$ cat src/rtl/rr_onehot_arb_mux_pkg.sv
// Shared definitions for the round-robin one-hot arbiter/mux family.
// Optional feature macro used by the top level: RR_ARB_LFSR_EN.
package rr_arb_pkg;

    // Widest requester vector the one-hot encoder helper accepts.
    localparam int MAX_N = 64;

    // Seed and tap mask for the 16-bit Fibonacci LFSR (taps 16,14,13,11).
    // The register shifts right; the mask selects bits 0,2,3,5, which are
    // the right-shift positions of taps 16,14,13,11.
    localparam logic [15:0] LFSR_SEED = 16'hACE1;
    localparam logic [15:0] LFSR_TAPS = 16'h002D;

    // Width of an encoded requester index; never narrower than one bit.
    function automatic int idx_w(input int n);
        if (n <= 1) begin
            return 1;
        end
        return $clog2(n);
    endfunction

    // One-hot to binary: OR together the indices of all set bits, which
    // for a legal one-hot (or zero) vector is exactly the set position.
    function automatic int oh2idx(input logic [MAX_N-1:0] oh, input int n);
        int idx;
        idx = 0;
        for (int i = 0; i < MAX_N; i++) begin
            if ((i < n) && oh[i]) begin
                idx = idx | i;
            end
        end
        return idx;
    endfunction

endpackage

$ cat src/rtl/rr_onehot_arb_mux_if.sv
// Requester-side and downstream handshake bundle for rr_onehot_arb_mux.
// The slave modport is the arbiter's view; master is the environment's view.
interface rr_onehot_arb_mux_if
    import rr_arb_pkg::*;
#(
    parameter int N     = 4,
    parameter int W     = 8,
    parameter int IDX_W = idx_w(N)
) ();

    logic [N-1:0]          in_valid;
    logic [N-1:0][W-1:0]   in_data;
    logic [N-1:0]          in_ready;
    logic                  out_valid;
    logic                  out_ready;
    logic [W-1:0]          out_data;
    logic [N-1:0]          out_grant;
    logic [IDX_W-1:0]      out_idx;

    modport slave (
        input  in_valid,
        input  in_data,
        input  out_ready,
        output in_ready,
        output out_valid,
        output out_data,
        output out_grant,
        output out_idx
    );

    modport master (
        output in_valid,
        output in_data,
        output out_ready,
        input  in_ready,
        input  out_valid,
        input  out_data,
        input  out_grant,
        input  out_idx
    );

endinterface

$ cat src/rtl/rr_onehot_arb_mux_pick.sv
// rr_pick: purely combinational rotating-priority find-first.
// Rotates the request vector so ptr lands at bit 0, isolates the lowest set
// bit, then rotates the one-hot back into requester order.
module rr_pick
    import rr_arb_pkg::*;
#(
    parameter int N     = 4,
    parameter int IDX_W = idx_w(N)
) (
    input  logic [N-1:0]     req,
    input  logic [IDX_W-1:0] ptr,
    output logic [N-1:0]     win_oh
);

    logic [N-1:0] rot;
    logic [N-1:0] first;

    // Double-width rotate right by ptr, lowest-set-bit isolate, rotate back.
    always_comb begin
        rot    = N'({req, req} >> ptr);
        first  = rot & (~rot + N'(1));
        win_oh = N'(({first, first} << ptr) >> N);
    end

endmodule

$ cat src/rtl/rr_onehot_arb_mux.sv
// rr_onehot_arb_mux: N-way round-robin arbiter with fused payload mux and a
// one-entry registered output stage (full throughput, 1-cycle latency).
// Optional macro RR_ARB_LFSR_EN: priority pointer reloaded from a 16-bit
// LFSR on each transfer instead of advancing past the winner.
// N must be at least 1.
module rr_onehot_arb_mux
    import rr_arb_pkg::*;
#(
    parameter int N     = 4,
    parameter int W     = 8,
    parameter int IDX_W = idx_w(N)
) (
    input  logic               clk,
    input  logic               rst_aL,
    rr_onehot_arb_mux_if.slave bus
);

    logic [IDX_W-1:0] ptr;
    logic [IDX_W-1:0] ptr_next;
    logic [N-1:0]     win_oh;
    logic [IDX_W-1:0] win_idx;
    logic [MAX_N-1:0] win_wide;
    logic [W-1:0]     win_data;
    logic             can_load;
    logic             xfer;

    logic             out_valid_q;
    logic [W-1:0]     out_data_q;
    logic [N-1:0]     out_grant_q;
    logic [IDX_W-1:0] out_idx_q;

    rr_pick #(
        .N     (N),
        .IDX_W (IDX_W)
    ) u_pick (
        .req    (bus.in_valid),
        .ptr    (ptr),
        .win_oh (win_oh)
    );

    // The stage can accept a new entry when empty or being drained this cycle;
    // in_ready is held low during reset so nothing is accepted then.
    assign can_load     = ~out_valid_q | bus.out_ready;
    assign bus.in_ready = win_oh & {N{can_load & rst_aL}};
    assign xfer         = |(bus.in_valid & bus.in_ready);

    assign win_wide = MAX_N'(win_oh);
    assign win_idx  = IDX_W'(oh2idx(win_wide, N));

    // AND-OR payload mux steered directly by the one-hot grant.
    always_comb begin
        win_data = '0;
        for (int i = 0; i < N; i++) begin
            if (win_oh[i]) begin
                win_data = win_data | bus.in_data[i];
            end
        end
    end

`ifdef RR_ARB_LFSR_EN
    logic [15:0] lfsr;
    logic        lfsr_fb;

    assign lfsr_fb  = ^(lfsr & LFSR_TAPS);
    assign ptr_next = IDX_W'(32'(lfsr[IDX_W-1:0]) % N);

    // LFSR advances only on cycles that hand off a request.
    always_ff @(posedge clk) begin
        if (!rst_aL) begin
            lfsr <= LFSR_SEED;
        end else if (xfer) begin
            lfsr <= {lfsr_fb, lfsr[15:1]};
        end
    end
`else
    // Step past the winner with an explicit wrap so any N works.
    assign ptr_next = (win_idx == IDX_W'(N - 1)) ? '0 : win_idx + 1'b1;
`endif

    // Priority pointer moves only when a request is actually accepted.
    always_ff @(posedge clk) begin
        if (!rst_aL) begin
            ptr <= '0;
        end else if (xfer) begin
            ptr <= ptr_next;
        end
    end

    // Output register: load on transfer, otherwise clear valid on drain;
    // payload, grant and index keep their last values when not loading.
    always_ff @(posedge clk) begin
        if (!rst_aL) begin
            out_valid_q <= 1'b0;
            out_data_q  <= '0;
            out_grant_q <= '0;
            out_idx_q   <= '0;
        end else if (xfer) begin
            out_valid_q <= 1'b1;
            out_data_q  <= win_data;
            out_grant_q <= win_oh;
            out_idx_q   <= win_idx;
        end else if (bus.out_ready) begin
            out_valid_q <= 1'b0;
        end
    end

    assign bus.out_valid = out_valid_q;
    assign bus.out_data  = out_data_q;
    assign bus.out_grant = out_grant_q;
    assign bus.out_idx   = out_idx_q;

endmodule

$ cat src/flat_wrapper.sv
// flat-port wrapper written by rule: the top's interface ports become plain ports
module rr_onehot_arb_mux_flat import rr_arb_pkg::*;
#(
    parameter int N     = 4,
    parameter int W     = 8,
    parameter int IDX_W = idx_w(N)
)
  (clk, rst_aL, bus_in_valid, bus_in_data, bus_out_ready, bus_in_ready, bus_out_valid, bus_out_data, bus_out_grant, bus_out_idx);
  rr_onehot_arb_mux_if #(.N(N), .W(W), .IDX_W(IDX_W)) bus_i ();
  input  logic clk;
  input  logic rst_aL;
  input wire logic [$bits(bus_i.in_valid)-1:0] bus_in_valid;
  input wire logic [$bits(bus_i.in_data)-1:0] bus_in_data;
  input wire logic [$bits(bus_i.out_ready)-1:0] bus_out_ready;
  output wire logic [$bits(bus_i.in_ready)-1:0] bus_in_ready;
  output wire logic [$bits(bus_i.out_valid)-1:0] bus_out_valid;
  output wire logic [$bits(bus_i.out_data)-1:0] bus_out_data;
  output wire logic [$bits(bus_i.out_grant)-1:0] bus_out_grant;
  output wire logic [$bits(bus_i.out_idx)-1:0] bus_out_idx;
  assign bus_i.in_valid = bus_in_valid;
  assign bus_i.in_data = bus_in_data;
  assign bus_i.out_ready = bus_out_ready;
  assign bus_in_ready = bus_i.in_ready;
  assign bus_out_valid = bus_i.out_valid;
  assign bus_out_data = bus_i.out_data;
  assign bus_out_grant = bus_i.out_grant;
  assign bus_out_idx = bus_i.out_idx;
  rr_onehot_arb_mux #(.N(N), .W(W), .IDX_W(IDX_W)) u_core (.clk(clk), .rst_aL(rst_aL), .bus(bus_i));
endmodule
$ cat config.mk
export PLATFORM = sky130hd
export DESIGN_NAME = rr_onehot_arb_mux_flat
export DESIGN_NICKNAME = d
export VERILOG_FILES = /design/src/rtl/rr_onehot_arb_mux_pkg.sv /design/src/rtl/rr_onehot_arb_mux_if.sv /design/src/rtl/rr_onehot_arb_mux_pick.sv /design/src/rtl/rr_onehot_arb_mux.sv /design/src/flat_wrapper.sv
export SDC_FILE = /design/constraint.sdc
export NUM_CORES = 1
export LEC_CHECK = 0
export CAP_MARGIN = 30
export CELL_PAD_IN_SITES_DETAIL_PLACEMENT = 0
export CELL_PAD_IN_SITES_GLOBAL_PLACEMENT = 1
export CORE_MARGIN = 2
export CORE_UTILIZATION = 27
export DETAILED_ROUTE_END_ITERATION = 8
export PLACE_DENSITY = 0.89
export RECOVER_POWER = 100
export SLEW_MARGIN = 25
export SYNTH_ARGS = -nofsm -noshare
export SYNTH_HDL_FRONTEND = slang
export SYNTH_SLANG_ARGS = --single-unit
$ cat constraint.sdc
create_clock -name clk -period 3.6 [get_ports clk]
set_clock_uncertainty 0.15 [all_clocks]
set_input_delay 0.9 -clock clk [delete_from_list [all_inputs] [get_ports clk]]
set_output_delay 0.9 -clock clk [all_outputs]
set_load 0.01 [all_outputs]
# --- Yosys cells after proc, flatten, opt, wreduce, memory -nomap -nowiden ---
# Cells that the tools add are included.
totals:
  ff_bits: 17
  input_bits: 39
  out_inout_bits: 19
  word_cells: 32
op_classes:
  n_addsub: 2
  eq_ne: 1
  shifts: 2
  muxes: 10
  n_bitwise: 10
  n_reduce_logical: 2
ops:
  columns: ["op", "n"]
  rows:
  - ["$mux 8", 4]
  - ["$or 8x8->8", 3]
  - ["$and 4x4->4", 3]
  - ["$shl 8x2->8", 1]
  - ["$shr 8x2->4", 1]
  - ["$mux 2", 3]
  - ["$add 4x1->4 const B", 1]
  - ["$not 4->4", 1]
  - ["$reduce_or 4->1", 1]
  - ["$mux 1", 3]
  - ["$add 2x1->2 const B", 1]
  - ["$eq 2x2->1 const B", 1]
  - ["$reduce_bool 2->1", 1]
  - ["$and 1x1->1", 1]
  - ["$not 1->1", 1]
  - ["$or 1x1->1", 1]

# --- Logic depth before layout (Yosys ltp) ---
# Gate-level depths: netlist of run 1.
depth:
  word_depth: 12
  mapped_depth: 7

# --- Cells and area by module ---
# From an unflattened synthesis of run 1, not the netlist that was laid out.
unflattened:
  hier_cells: 107
  area_unflattened_um2: 965.9
modules_own_cells:
  columns: ["mod", "instances", "cells_each", "area_per_inst_um2", "seq_area_each_um2"]
  rows:
  - ["rr_onehot_arb_mux", 1, 91, 867.1, 340.3]
  - ["rr_pick", 1, 16, 98.8, 0.0]

# --- Worst setup path after synthesis of run 1 ---
# No wires, ideal clock.
synth_path:
  kind: "input-to-output"
  start: "input port bus_in_valid[1]"
  end: "output port bus_in_ready[3]"
  t_arrival_ns: 1.685
  t_required_ns: 2.550
  slack_ns: 0.865
  path_stages: 5
  path_cell_list: "buf_2 > nor2_1 > o221a_1 > buf_6 > and2_1"
synth_between:
  elab_chain_cells: 6
synth_lines:
  columns: ["element", "line_no", "text"]
  rows:
  - ["from (decl)", "flat_wrapper.sv:12", "input wire logic [$bits(bus_i.in_valid)-1:0] bus_in_valid;"]
  - ["$shr 8x2->4 *", "rr_onehot_arb_mux_pick.sv:20", "rot = N'({req, req} >> ptr);"]
  - ["$not 4->4", "rr_onehot_arb_mux_pick.sv:21", "first = rot & (~rot + N'(1));"]
  - ["$add 4x1->4", "rr_onehot_arb_mux_pick.sv:21", null]
  - ["$and 4x4->4 *", "rr_onehot_arb_mux_pick.sv:21", null]
  - ["$shl 8x2->8 *", "rr_onehot_arb_mux_pick.sv:22", "win_oh = N'(({first, first} << ptr) >> N);"]
  - ["$and 4x4->4 *", "rr_onehot_arb_mux.sv:44", "assign bus.in_ready = win_oh & {N{can_load & rst_aL}};"]
  - ["to (decl)", "flat_wrapper.sv:15", "output wire logic [$bits(bus_i.in_ready)-1:0] bus_in_ready;"]
# Every way passes the cells marked *; elsewhere a longest branch is shown, timed or not.

# --- Worst setup path after layout of run 1 ---
layout_path:
  start: "input port bus_out_ready"
  end: "output port bus_in_ready[0]"
layout_between:
  elab_chain_cells: 3
layout_lines:
  columns: ["element", "line_no", "text"]
  rows:
  - ["from (decl)", "flat_wrapper.sv:14", "input wire logic [$bits(bus_i.out_ready)-1:0] bus_out_ready;"]
  - ["$or 1x1->1", "rr_onehot_arb_mux.sv:43", "assign can_load = ~out_valid_q | bus.out_ready;"]
  - ["$and 1x1->1", "rr_onehot_arb_mux.sv:44", null]
  - ["$and 4x4->4", "rr_onehot_arb_mux.sv:44", null]
# Every way passes these cells.

==> flow_summary_export.csv, run 1 <==
group,metric,value,unit
run_status,outcome,"finished clean",
drt,totalWireLength,3.30,mm
grt,grt_pass1_wl,5.31,mm
hold_path,holdPathEnd,"u_core.bus.out_grant[1]",
job,maxCapViolations,0,
sta,final.setup.tns,0,ns
cells_and_area,final_util,0.478,
hold_path,hold_path.class,"reg -> reg",
drt,vias,1143,
setup_path,r2r_cells,5,
sta,fin_crit,3.55,ns
logic_synthesis,synth-seq-cells,17,
logic_synthesis,syn_inst,112,
cells_and_area,fillCellCount,336,
pwr,power_leakage,0.000671,uW
setup_path,reg2reg_slack,1.76,ns
logic_synthesis,syn_area_per_cell,8.61,sq um
floorplan,boundaryPins,58,
logic_synthesis,yosysTopAreaCell,"dfxtp_1",
grt,track_usage,0.168,
drt,dr.pass1.iters,5,
clock_network,cts_max_level,1,
drt,drt_iter0_drc,95,
clock_network,cts_tree,"done",
clock_network,cts_buffer_depth,2,
setup_path,critPathRequiredTime,2.55,ns
sta,final.period_utilization,0.985,
logic_synthesis,synth_compound_area_frac,0.380,
setup_path,cp.arrival,2.50,ns
logic_synthesis,yosysSeqAreaShare,0.353,
hold_path,hp-start,"u_core.bus.out_grant[1]",
placement,place.gp.congestion,0.886,
floorplan,start_util,0.285,
clock_network,numCtsBuffers,3,
placement,dp_hpwl,2.57,mm
cells_and_area,nets,217,
clock_network,hold_buffers,0,
setup_path,start_kind,"input pin",
logic_synthesis,synth.mux.area_fraction,0,
drt,post_drt_wl_per_cell,14.8,microns
sta,slew-limit-headroom,0.548,
drt,drc,0,
sta,worst_pin_slew,0.675,ns
cells_and_area,layout_common_cells,"clkdlybuf4s50_1 (38), a21oi_1 (20), dfxtp_1 (17)",
clock_network,post_cts_buffers,0,
setup_path,cp-end-kind,"primary output",
placement,io_buffers,57,
logic_synthesis,ys_types,30,
logic_synthesis,synth-xor-area-share,0,
pwr,peakVddDrop,0.000180,V
hold_path,hold_depth,2,
logic_synthesis,ys_warn_count,0,
sta,grt_setup_unrepaired,"no",
sta,final-max-slew-violation-count,0,
drt,vias_per_cell,5.13,
pwr,p_per_area,312,nW/um^2
placement,placed_area,1620,sq um
setup_path,timing.rr.end,"u_core.bus.out_data[0]",
cells_and_area,fin_area,1620,sq um
grt,grt_max_degree,12,
setup_path,reg2reg_from,"u_core.ptr[1]",
sta,hold_ws,0.377,ns
sta,finalSetupViolations,0,
clock_network,clkLatencyLatePin,0.28,ns
floorplan,std_cell_rows,21,
floorplan,core-area,3390,sq um
logic_synthesis,synth_area,965,sq um
cells_and_area,final_common_cell,"clkdlybuf4s50_1",
clock_network,cts_sinks,17,
floorplan,die-height,63.8,microns
cells_and_area,drive_gt1_frac,0.119,
cells_and_area,diodes,0,
logic_synthesis,synthSimpleGateAreaFrac,0.166,
floorplan,fp.dieW,63.8,microns
setup_path,crit_fanout,3,
logic_synthesis,synth.area.top_cells,"dfxtp_1 (35%), a21oi_1 (10%), a222oi_1 (8.3%)",
logic_synthesis,synth_fa_ha_area_frac,0,
logic_synthesis,synth_top_family_by_area,"compound AO/OA/AOI/OAI gates",
logic_synthesis,synth_nets,151,
grt,grt_pass1_vias,1141,
logic_synthesis,netlist.area_leader.share,0.353,
sta,fmax,282,MHz
floorplan,die_area,4070,sq um
sta,hold_violations,0,
clock_network,path_clk_slew,0.09,ns
drt,ant_nets,0,
grt,overflow,0,
cells_and_area,area_growth,68.1,%
clock_network,root_buffer,"clkbuf_4",
setup_path,critical_path_class,"in -> out",
grt,antenna_found_initial,0,
[layer usage]
metal  wire (microns)  up-vias  GRT usage
li1                 -      551          -
met1             1400      542      0.195
met5                0        -          0
met2             1680       48      0.297
met3              199        2     0.0493
met4               19        0     0.0489
[worst max-delay path: stages]
cell and delay, ns:
clkdlybuf4s50_1 0.46, nand2b_1 0.14, nand2_1 0.10, nor3_1 0.29
clkdlybuf4s50_1 0.60
[how the worst max path moves through the flow]
stage | start | end | slack [ns] | cells past startpoint
6_report | bus_out_ready | bus_in_ready[0] | 0.05 | 5
5_1_grt | bus_out_ready | bus_in_ready[0] | 0.02 | 5
4_1_cts | bus_in_valid[2] | bus_in_ready[0] | 0.00003 | 5
3_5_place_dp | bus_in_valid[0] | bus_in_ready[2] | -0.06 | 6
3_3_place_gp | bus_in_valid[0] | bus_in_ready[2] | 0.03 | 6
2_1_floorplan | bus_in_valid[1] | bus_in_ready[3] | 0.86 | 5
[synthesized netlist by cell type]
cell / instances
nor4_4: 1
buf_8: 1
a221oi_2: 2
nand2_1: 2
o21ai_0: 12
nor2_1: 6
nor2_2: 1
nor3_1: 3
o21a_1: 1
a221oi_1: 1
a222oi_1: 8
a22oi_1: 2
a211oi_1: 1
dfxtp_1: 17
inv_2: 2
inv_1: 2
a21boi_0: 1
a21oi_1: 20
a31o_1: 1
nor2b_1: 4
buf_6: 3
buf_2: 3
buf_4: 2
a21o_1: 1
o221a_1: 1
and2_1: 5
o22ai_1: 2
clkbuf_1: 1
o211a_2: 1
nand2b_1: 5
[registers in the layout (all words and copies together), names as in the netlist]
register / count
u_core.bus.out_data: 8
u_core.bus.out_grant: 4
u_core.bus.out_idx: 2
u_core.bus.out_valid: 1
u_core.ptr: 2
[area by class of cell]
class                   count  area [sq um]  share of cell area
clock buffers               4          26.3              0.0162
inverters                   4          15.0             0.00926
multi-input cells          81           508               0.313
flip-flops and latches     17           340               0.210
well taps                  46          57.6              0.0355
repair buffers             71           674               0.416
[kinds of logic after synthesis]
group / after synthesis
and+or+nand+nor: 27
AOI/OAI and AO/OA: 54
buffers and inverters: 14
DFF: 17
[through the flow]
| step | power, uW | std cells | worst slack [ns] |
|---|---|---|---|
| floorplan | 319 | 112 | 0.865 |
| detailed placement | 418 | 219 | -0.0641 |
| finish | 506 | 223 | 0.0528 |
| global placement | 415 | 219 | 0.0276 |
| global route | 540 | 223 | 0.0175 |
| CTS | 521 | 223 | 0.0000255 |
[power by group]
| group | internal (uW) | switching, uW | leakage [uW] |
|---|---|---|---|
| combinational | 103 | 82.5 | 0.000516 |
| sequential | 205 | 13.6 | 0.000140 |
| clock | 43.0 | 58.8 | 0.0000150 |
| total | 351 | 155 | 0.000671 |
[timing repair]
action,in CTS,in global routing
setup endpoints to repair,2,4
resized for setup,3,2
gates cloned,0,0
Power figures use the tool's default switching activity.
==> inputs of run 2 (changes only) <==
CORE_UTILIZATION = 45   (was 27)
DONT_BUFFER_PORTS = 1   (was default)
HOLD_SLACK_MARGIN = 0.06   (was default)
PLACE_DENSITY = 0.87   (was 0.89)
==> run 2 against run 1 <==
Against the previous run:
- sequential share of layout area grew 16 points
- global-route usage rose by 2.6 points
- first-iteration DRC count shrank 38%
- routed wire length is 27% lower
- hold slack improved by 0.034 ns
- critical endpoint is now bus_in_ready[3]
- largest power group unchanged
==> flow_summary_export.csv, run 2 (same netlist as run 1, synthesis figures left out) <==
group,metric,value,unit
clock_network,cts_buffer_depth,2,
clock_network,clkLatencyLatePin,0.28,ns
cells_and_area,final_util,0.459,
drt,drt_iter0_drc,59,
setup_path,r2r_cells,5,
placement,dp_hpwl,1.65,mm
clock_network,numCtsBuffers,3,
sta,finalSetupViolations,0,
clock_network,cts_sinks,17,
placement,placed_cells,129,
setup_path,critical_path_class,"reg -> out",
grt,grt_pass1_wl,3.73,mm
clock_network,cts_tree,"done",
grt,busiest_layer,"met2",
drt,drc,0,
sta,final-max-slew-violation-count,0,
hold_path,hold_depth,2,
sta,final.setup.tns,0,ns
floorplan,fp.dieW,50.3,microns
sta,grt_setup_unrepaired,"no",
drt,totalWireLength,2.41,mm
setup_path,crit_path_max_incr_delay,0.54,ns
sta,slew-limit-headroom,0.491,
floorplan,core-area,2000,sq um
setup_path,crit_family,"compound AO/OA/AOI/OAI gates",
grt,track_usage,0.194,
cells_and_area,final_common_cell,"a21oi_1",
clock_network,path_clk_slew,0.09,ns
floorplan,die_area,2530,sq um
hold_path,hold_path.class,"reg -> reg",
cells_and_area,largest_reg_flops,8,
cells_and_area,area_growth,-4.80,%
run_status,outcome,"finished clean",
setup_path,crit_cells,4,
clock_network,hold_buffers,0,
drt,vias,867,
placement,io_buffers,0,
grt,overflow,0,
clock_network,cts_max_level,1,
cells_and_area,diodes,0,
grt,grt_use_met3,0.0863,
floorplan,start_util,0.482,
floorplan,die-height,50.3,microns
grt,grt_pass1_vias,783,
grt,antenna_found_initial,0,
pwr,p_per_area,451,nW/um^2
sta,fmax,352,MHz
clock_network,root_buffer,"clkbuf_4",
drt,post_drt_wl_per_cell,18.1,microns
setup_path,crit_buf_inv,1,
pwr,power.total,414,uW
grt,use_met2,0.331,
cells_and_area,layout_common_cells,"a21oi_1 (20), dfxtp_1 (17), o21ai_0 (12)",
grt,grt_max_degree,20,
pwr,power_leakage,0.000338,uW
sta,fin_crit,2.84,ns
clock_network,post_cts_buffers,0,
setup_path,cp.arrival,1.79,ns
setup_path,cp-end-kind,"primary output",
setup_path,critPathRequiredTime,2.55,ns
setup_path,slowest_stage,"dfxtp_1",
placement,place.gp.congestion,0.725,
setup_path,start_kind,"flip-flop",
clock_network,cts_resized,0,
drt,dr.pass1.iters,4,
sta,final.period_utilization,0.789,
setup_path,crit_fanout,11,
setup_path,cp_cell_sequence,"inv_2 -> a21oi_1 -> o221a_1 -> and2_0",
job,maxCapViolations,0,
floorplan,std_cell_rows,16,
cells_and_area,drive_gt1_frac,0.0566,
sta,hold_violations,0,
sta,worst_pin_slew,0.763,ns
drt,ant_nets,0,
drt,vias_per_cell,6.52,
cells_and_area,nets,146,
pwr,peakVddDrop,0.000201,V
cells_and_area,fin_cells,133,
floorplan,boundaryPins,58,
grt,met1_usage,0.229,
==> run 2: worst paths after layout <==
check	from	end	slack [ns]
worst max-delay path	u_core.ptr[1]	bus_in_ready[3]	0.76
worst min-delay path	u_core.bus.out_grant[1]	u_core.bus.out_grant[1]	0.41
worst max register to register	u_core.ptr[0]	u_core.bus.out_data[0]	1.70
worst min register to register	u_core.bus.out_grant[1]	u_core.bus.out_grant[1]	0.41
==> run 2: through the flow <==
stage,worst slack (ns),hold slack [ns],instance area [sq um]
final,0.761,0.411,918
after global routing,0.638,0.430,918
after CTS,0.747,0.417,942
after detailed placement,0.777,0.403,916
after global placement,0.823,0.401,916
after floorplan,0.865,0.385,965
==> run 2: routing by layer <==
layer  wire length [microns]  share of wire
met1                    1030           0.43
met2                    1120           0.47
met3                     260           0.11
met4                       0              0
met5                       0              0
==> run 2: worst reg2reg max path, delay by kind of cell, from the launching register on <==
| family | cells | cell delay, ns |
|---|---|---|
| compound gates | 3 | 0.42 |
| flops | 1 | 0.49 |
| simple gates | 2 | 0.78 |
==> run 2: layout make-up <==
type / count / area [sq um]
clock buffers: 4 / 26.3
inverters: 4 / 15.0
fillers: 213 / 1080
flip-flops and latches: 17 / 340
multi-input cells: 81 / 503
well taps: 27 / 33.8
==> run 2: power breakdown <==
part / leakage [uW] / switching, uW / total (uW) / internal (uW)
sequential: 0.000140 / 22.3 / 227 / 205
combinational: 0.000183 / 50.5 / 87.0 / 36.5
clock: 0.0000150 / 57.5 / 101 / 43.0
